--- config.mk ---
export PLATFORM = sky130hd
export DESIGN_NAME = game_state_ctl
export DESIGN_NICKNAME = d
export VERILOG_FILES = /design/src/rtl/game_state_ctl.sv
export SDC_FILE = /design/constraint.sdc
export NUM_CORES = 1
export LEC_CHECK = 0
export BUFFER_PORTS_ARGS = -buffer_cell sky130_fd_sc_hd__buf_4
export CORE_UTILIZATION = 35
export DETAILED_ROUTE_END_ITERATION = 12
export PLACE_DENSITY = 0.62
export SYNTH_ARGS = -nofsm -noshare
export SYNTH_HDL_FRONTEND = slang
export SYNTH_SLANG_ARGS = --single-unit
--- constraint.sdc ---
create_clock -name pclk -period 5 [get_ports pclk]
set_input_delay 0.75 -clock pclk [delete_from_list [all_inputs] [get_ports pclk]]
set_output_delay 0.75 -clock pclk [all_outputs]
set_load 0.02 [all_outputs]
--- src/rtl/game_state_ctl.sv ---
// Arkanoid game sequencer: serve/play/lost/win/over flow, lives and score tracking.
// Every output is registered in the pclk domain.
module game_state_ctl #(
    parameter int LIVES_INIT  = 3,
    parameter int FLOOR_Y     = 760,
    parameter int LOST_FRAMES = 60,
    parameter int END_FRAMES  = 120
) (
    input  logic        pclk,
    input  logic        reset,
    input  logic        mouse_left,
    input  logic        vsync_in,
    input  logic [11:0] ball_y,
    input  logic [15:0] blocks_in,
    output logic        ball_run,
    output logic        ball_reset,
    output logic        blocks_restore,
    output logic [1:0]  lives,
    output logic [11:0] score,
    output logic [2:0]  game_state
);

    localparam logic [1:0]  LIVES_RST = 2'(LIVES_INIT);
    localparam logic [11:0] FLOOR_LIM = 12'(FLOOR_Y);
    localparam logic [7:0]  LOST_CNT  = 8'(LOST_FRAMES);
    localparam logic [7:0]  END_CNT   = 8'(END_FRAMES);

    typedef enum logic [2:0] {
        ST_IDLE  = 3'd0,
        ST_SERVE = 3'd1,
        ST_PLAY  = 3'd2,
        ST_LOST  = 3'd3,
        ST_OVER  = 3'd4,
        ST_WIN   = 3'd5
    } state_t;

    state_t      state, state_next;
    logic        mouse_sync1, mouse_sync2, mouse_prev, click;
    logic        vsync_d, vsync_d2, frame_tick;
    logic [7:0]  frame_cnt, frame_cnt_next;
    logic [15:0] blocks_prev, cleared;
    logic [4:0]  cleared_cnt;
    logic [12:0] score_sum;
    logic [11:0] score_sat, score_next;
    logic [1:0]  lives_next;
    logic        ball_reset_next, blocks_restore_next;

    // Button is asynchronous: two flops before edge detection, click is registered.
    always_ff @(posedge pclk) begin
        if (reset) begin
            mouse_sync1 <= 1'b0;
            mouse_sync2 <= 1'b0;
            mouse_prev  <= 1'b0;
            click       <= 1'b0;
            vsync_d     <= 1'b0;
            vsync_d2    <= 1'b0;
        end else begin
            mouse_sync1 <= mouse_left;
            mouse_sync2 <= mouse_sync1;
            mouse_prev  <= mouse_sync2;
            click       <= mouse_sync2 & ~mouse_prev;
            vsync_d     <= vsync_in;
            vsync_d2    <= vsync_d;
        end
    end

    assign frame_tick = vsync_d & ~vsync_d2;

    // Only 1->0 brick transitions score; restores never do.
    assign cleared = blocks_prev & ~blocks_in;

    always_comb begin
        cleared_cnt = 5'd0;
        for (int i = 0; i < 16; i++) begin
            cleared_cnt = cleared_cnt + {4'd0, cleared[i]};
        end
    end

    assign score_sum = {1'b0, score} + {8'd0, cleared_cnt};
    assign score_sat = score_sum[12] ? 12'hFFF : score_sum[11:0];

    always_comb begin
        state_next          = state;
        lives_next          = lives;
        score_next          = score;
        ball_reset_next     = 1'b0;
        blocks_restore_next = 1'b0;
        frame_cnt_next      = frame_cnt;
        case (state)
            ST_IDLE: begin
                if (click) begin
                    state_next          = ST_SERVE;
                    ball_reset_next     = 1'b1;
                    blocks_restore_next = 1'b1;
                    lives_next          = LIVES_RST;
                    score_next          = 12'd0;
                end
            end
            ST_SERVE: begin
                if (click) state_next = ST_PLAY;
            end
            ST_PLAY: begin
                score_next = score_sat;
                if (blocks_in == 16'd0) begin
                    state_next = ST_WIN;
                end else if (ball_y >= FLOOR_LIM) begin
                    state_next = ST_LOST;
                    if (lives != 2'd0) lives_next = lives - 2'd1;
                end
            end
            ST_LOST: begin
                if (frame_tick) frame_cnt_next = frame_cnt + 8'd1;
                if (frame_cnt == LOST_CNT) begin
                    if (lives == 2'd0) begin
                        state_next = ST_OVER;
                    end else begin
                        state_next      = ST_SERVE;
                        ball_reset_next = 1'b1;
                    end
                end
            end
            ST_OVER: begin
                if (frame_tick) frame_cnt_next = frame_cnt + 8'd1;
                if (frame_cnt == END_CNT) state_next = ST_IDLE;
            end
            ST_WIN: begin
                if (frame_tick) frame_cnt_next = frame_cnt + 8'd1;
                if (frame_cnt == END_CNT) begin
                    state_next          = ST_SERVE;
                    ball_reset_next     = 1'b1;
                    blocks_restore_next = 1'b1;
                end
            end
            default: state_next = ST_IDLE;
        endcase
        if (state_next != state) frame_cnt_next = 8'd0;
    end

    always_ff @(posedge pclk) begin
        if (reset) begin
            state          <= ST_IDLE;
            lives          <= LIVES_RST;
            score          <= 12'd0;
            frame_cnt      <= 8'd0;
            blocks_prev    <= 16'd0;
            ball_run       <= 1'b0;
            ball_reset     <= 1'b0;
            blocks_restore <= 1'b0;
        end else begin
            state          <= state_next;
            lives          <= lives_next;
            score          <= score_next;
            frame_cnt      <= frame_cnt_next;
            blocks_prev    <= blocks_in;
            ball_run       <= (state_next == ST_PLAY);
            ball_reset     <= ball_reset_next;
            blocks_restore <= blocks_restore_next;
        end
    end

    assign game_state = state;

endmodule

; ---- After elaboration in Yosys (flattened, before gate mapping)
; Cells that the tools add are included.
[word_totals]
regBits = 50
[op_classes]
add_sub_neg = 18
order_cmp = 1
eq_ne = 13
n_mux = 23
bitwise_logic = 6
n_reduce_logical = 10
[op_table]
columns = op, count
row1 = adder 5 x 1 -> 5 bit, 11
row2 = 2-to-1 mux 12 bit, 2
row3 = 2-to-1 mux 3 bit, 8
row4 = one-hot mux 12 bit (2 select lines), 1
row5 = one-hot mux 3 bit (6 select lines), 1
row6 = AND 16 bit, 1
row7 = zero test 16 bit, 1
row8 = NOT 16 bit, 1
row9 = adder 12 x 5 -> 13 bit, 1
row10 = ">= comparator 12 x 10 -> 1 bit, second input constant", 1
row11 = "== test 3 x 2 -> 1 bit, second input constant", 3
row12 = "adder 8 x 1 -> 8 bit, second input constant", 1
row13 = "== test 8 x 6 -> 1 bit, second input constant", 1
row14 = "== test 8 x 7 -> 1 bit, second input constant", 1
row15 = 2-to-1 mux 2 bit, 4
row16 = "!= test 2 bit, second input constant", 4
row17 = "== test 3 bit, second input constant", 2
row18 = adder 4 x 1 -> 5 bit, 1
row19 = AND reduction 5 bit, 1
row20 = adder 3 x 1 -> 4 bit, 1
row21 = 2-to-1 mux 1 bit, 4
row22 = one-hot mux 2 bit (2 select lines), 1
row23 = AND reduction 2 bit, 2
row24 = nonzero test 2 bit, 2
row25 = other kinds (13), 15

; ---- Logic depth before layout (Yosys ltp)
[depth]
word_depth = 20
mapped_depth = 15
ltp_nobuf = 15

; ---- Least setup slack after synthesis
; No wires, ideal clock.
[synth_timing]
path_kind = input -> register
startpoint = input blocks_in[10]
endpoint = register score[5]
setup_time_ns = 0.127
t_arrival_ns = 4.762
required_time_ns = 4.873
path_slack_ns = 0.111
cell_stages = 15
n_path_buf = 0
cell_sequence = nand2b_1 -> fa_1 -> inv_1 -> fa_1 -> inv_1 -> fa_1 -> inv_1 -> fa_1 -> fa_1 -> fa_1 -> a21oi_1 -> o211ai_2 -> nand3_1 -> o21ai_0 -> or3_1
[synth_via]
elab_chain_cells = 11
[synth_lines]
columns = element, line
row1 = from (decl), 14  ; input logic [15:0] blocks_in,
row2 = NOT 16 bit, 70  ; assign cleared = blocks_prev & ~blocks_in;
row3 = AND 16 bit, 70
row4 = adder 5 x 1 -> 5 bit (6 in series), 75  ; cleared_cnt = cleared_cnt + {4'd0, cleared[i]};
row5 = adder 12 x 5 -> 13 bit, 79  ; assign score_sum = {1'b0, score} + {8'd0, cleared_cnt};
row6 = 2-to-1 mux 12 bit, 80  ; assign score_sat = score_sum[12] ? 12'hFFF : score_sum[11:0];
row7 = one-hot mux 12 bit (2 select lines), 89  ; case (state)
row8 = to (signal assigned), 152  ; score <= score_next;
row9 = to (decl), 19  ; output logic [11:0] score,
; Every way passes these cells.
; A chain may end at the register's enable or synchronous reset.

; ---- Final worst setup path
; Same ends and word-level chain as after synthesis.

==> summary by stage <==
Run status
The run finished with clean final reports.

Placed design
The wire-length estimate of the detail-placed layout is 4200 µm. The area after detailed placement is 0.00325 mm². The worst slack at placement is -0.240 ns.

The placer congestion estimate is 0.786. The number of instances in the placed design is 452. The count of port buffers added during placement is 48.

Drt
The via count is 2236. In the routed design, unresolved DRC markers number 0. In this run, the number of DRC markers left after iteration 0 of detailed routing was 70. The first-pass iteration count of the detailed router is 4.

The post-detailed-route via-to-cell ratio is 4.86. The average detailed-routed wire length per instance is ~12 µm. The number of nets with antenna violations after detailed routing is 0. The detailed-route wire length is 5700 µm.

Clock tree
TritonCTS built the clock tree. After clock tree synthesis, the repair step resized 0 gates. After clock tree synthesis, the clock-pin slew on the worst setup and hold paths is 0.10 ns. The number of sinks on the clock net is 50.

At the later pin of the worst-skew pair, clock insertion delay measures 0.31 ns. Clock tree synthesis selected as its root buffer the cell sky130_fd_sc_hd__clkbuf_8. The post-CTS setup buffer count is 0. The number of clock buffers added by TritonCTS is 5. The H-tree generated during clock tree synthesis spans 2 levels. The clock passes through at most 2 buffers. The hold-fix buffer count after cts is 0.

Layout
Fill cells in the final layout number 736. After routing the design area is 0.00337 mm². Compared with the post-synthesis result, the final layout area differs by 24.0%. At the end of the flow the core is filled with cells to 0.457. In the final layout, the multi-input gates occupy 0.00158 mm². The share of post-route cells with drive strength above 1 is 0.222. In the final design database the tool counted 415 nets. The total area of sequential cells is around 0.0010 mm². The count of placed standard cells in the final layout, fillers left out is 460. The number of diodes is 0.

Pwr
The maximum VDD drop is 0.130 mV. The total leakage power is between 1 and 1.5 nW. Total power for the finished layout comes to a little over 0.8 mW.

The areal power density over the cells is 244 mW/mm².

Worst setup path
For this design, the slowest cell found on the critical path is sky130_fd_sc_hd__fa_1. Data on the critical path arrives at its endpoint at 5.00 ns. The beginning of the critical path is blocks_in[10]. The startpoint identified for the worst register-to-register timing path is blocks_prev[4]. Walking the worst path, the cells encountered are buf_4 > nand2b_1 > fa_1 > inv_1 > fa_1 > inv_1 > fa_1 > inv_1 > fa_1 > fa_1 > buf_4 > a211oi_1 > o21bai_1 > a21oi_1 > nor4_1 > or3_1. The worst setup path is launched from an input pin.

The delay of the slowest critical-path stage is between 0.5 and 0.6 ns. The required time at the endpoint of the critical path is 5.20 ns. STA classifies the critical path endpoint as a flip-flop. The cell type with the highest occurrence count on the critical path is sky130_fd_sc_hd__fa_1. In this run the worst path has a maximum fanout of 2.

The critical path in this run is classified as input pin to flip-flop.

Floorplanning
The die boundary height is 90.1 µm. The die span in x is 90.1 µm. The initial utilization of the core area, before any placement, comes to 0.369. The total area inside the core boundary comes to between 0.007 and 0.008 mm². After floorplanning, the core was divided into 31 placement rows. The die covers 0.00812 mm². 52 I/O pins were placed.

Synth
The total number of yosys warnings is 0. Of the post-synthesis cell area, the dominant cell type holds 0.368. The mapped netlist covers about 0.0027 mm².

By area, the combinational part of the netlist is dominated by simple AND/OR/NAND/NOR gates. The share of flip-flops with an asynchronous set or reset is 0. Of the total synthesized cell area, the portion taken by XOR and XNOR cells is 0.0290. The synthesized netlist contains 51 unique library cells. Synthesis handed over a netlist of approximately 300 instances.

The area fraction in compound gates after synthesis was 0.161. The post-synthesis sequential element count is 50. Of the total synthesized cell area, the portion taken by AND, OR, NAND and NOR gates is 0.250. The share of the Yosys chip area taken by registers is 0.368. By area the synthesized netlist is led by sky130_fd_sc_hd__dfxtp_1 (37%), sky130_fd_sc_hd__fa_1 (8.8%), sky130_fd_sc_hd__nor2b_1 (8.1%). Counting flops with a built-in enable in the synthesized netlist gives 0.

The mux contribution to synthesized area is 0. The biggest area contributor in the post-synthesis netlist is sky130_fd_sc_hd__dfxtp_1. The most repeated cell in the gate-level netlist after synthesis is sky130_fd_sc_hd__dfxtp_1. The predominant post-synthesis flop cell is sky130_fd_sc_hd__dfxtp_1.

The synthesized area divided by synthesized cell count is a little under 9 µm². The commonest cells after synthesis are sky130_fd_sc_hd__dfxtp_1 (50), sky130_fd_sc_hd__nor2b_1 (35), sky130_fd_sc_hd__inv_1 (26). The post-synth net total is about 360. The adder-cell area share of the yosys netlist is 0.139.

Job
The reported max-cap violation count is 0.

STA
The final max-slew violation count was 0. Setup violations remaining at the end of the flow were counted as 0. The total count of hold-check failures in the final report is 0. The smallest hold slack is a little under 0.4 ns. The sum of negative setup slack is 0 ns. The transition time of the tightest slew-check pin is 0.880 ns. The minimum period implied by the final worst setup slack is about 4.8 ns. Based on the critical path, the design can be clocked at up to 0.208 GHz. Dividing the final minimum period by the clock period gives 0.960. Across the routed clock network, the largest skew measured is about 0.0075 ns. In this run the tightest slew margin relative to its limit is 0.409. The post-route worst setup slack is 0.199 ns.

GRT
The number of antenna violations at the first check in global routing is 0. Entering global routing, the biggest net connects 41 pins. The via count of the first global-routing pass was about 2200. Across every metal layer, demand over resource in global routing totals 0.147. The wire length of the first global-routing pass is 9770 µm. After global routing the overflow that remains totals 0.

Worst hold path
The startpoint identified for the worst hold timing path is mouse_prev. The class of the tightest hold or removal check is flip-flop to flip-flop.
[worst max-delay path, delay by kind of cell]
family          cells  cell delay [ns]
fa+ha+maj           5             2.50
buf+inv             5             0.43
simple gates        3             0.60
compound gates      3             0.73
[registers in the layout (all words and copies together) (netlist names)]
register / cells
vsync_d: 1
ball_run: 1
vsync_d2: 1
score: 12
mouse_sync2: 1
click: 1
ball_reset: 1
frame_cnt: 8
game_state: 3
blocks_prev: 16
blocks_restore: 1
mouse_sync1: 1
lives: 2
mouse_prev: 1
[cells by family after synthesis]
group,count (synthesis)
compound gates,64
buf+inv,37
simple gates,121
fa+ha+maj,23
flops,50
xor+xnor,9
[final cells by class]
class | instances | area share
Timing Repair Buffer | 60 | 0.134
Sequential cell | 50 | 0.297
Multi-Input combinational cell | 217 | 0.470
Clock inverter | 3 | 0.0130
Tap cell | 99 | 0.0368
Inverter | 26 | 0.0290
Clock buffer | 5 | 0.0204
[power by group]
| group | internal, mW | switching, mW |
|---|---|---|
| combinational | 0.0585 | 0.0609 |
| clock | 0.150 | 0.141 |
| sequential | 0.407 | 0.00306 |
| total | 0.616 | 0.205 |
[cells in the final DEF, fill, tap and decap left out, types with 5 or more instances in the layout]
| master | instances |
|---|---|
| sky130_fd_sc_hd__o21ai_1 | 6 |
| sky130_fd_sc_hd__fa_1 | 11 |
| sky130_fd_sc_hd__nand4_1 | 5 |
| sky130_fd_sc_hd__nor2b_1 | 35 |
| sky130_fd_sc_hd__dfxtp_1 | 50 |
| sky130_fd_sc_hd__buf_4 | 60 |
| sky130_fd_sc_hd__xnor2_1 | 5 |
| sky130_fd_sc_hd__inv_1 | 26 |
| sky130_fd_sc_hd__nor4_1 | 5 |
| sky130_fd_sc_hd__nor2_1 | 21 |
| sky130_fd_sc_hd__a21oi_1 | 16 |
| sky130_fd_sc_hd__ha_1 | 11 |
| sky130_fd_sc_hd__o21ai_0 | 8 |
| sky130_fd_sc_hd__nand2_1 | 18 |
| sky130_fd_sc_hd__clkbuf_8 | 5 |
| sky130_fd_sc_hd__nand2b_1 | 9 |
[worst paths after layout]
check                           endpoint  cells after the start  slack [ns]
worst max-delay path            score[5]                     16        0.20
worst min-delay path               click                      1        0.39
worst max register to register  score[5]                     14        0.50
worst min register to register     click                      1        0.39
[layer usage]
metal	share of wire	vias to the layer above	track usage
li1	-	1151	-
met1	0.51	1029	0.198
met2	0.44	49	0.237
met3	0.043	7	0.0279
met4	0.013	0	0.0444
met5	0	-	0
No activity file was read; power rests on OpenSTA's default activity.
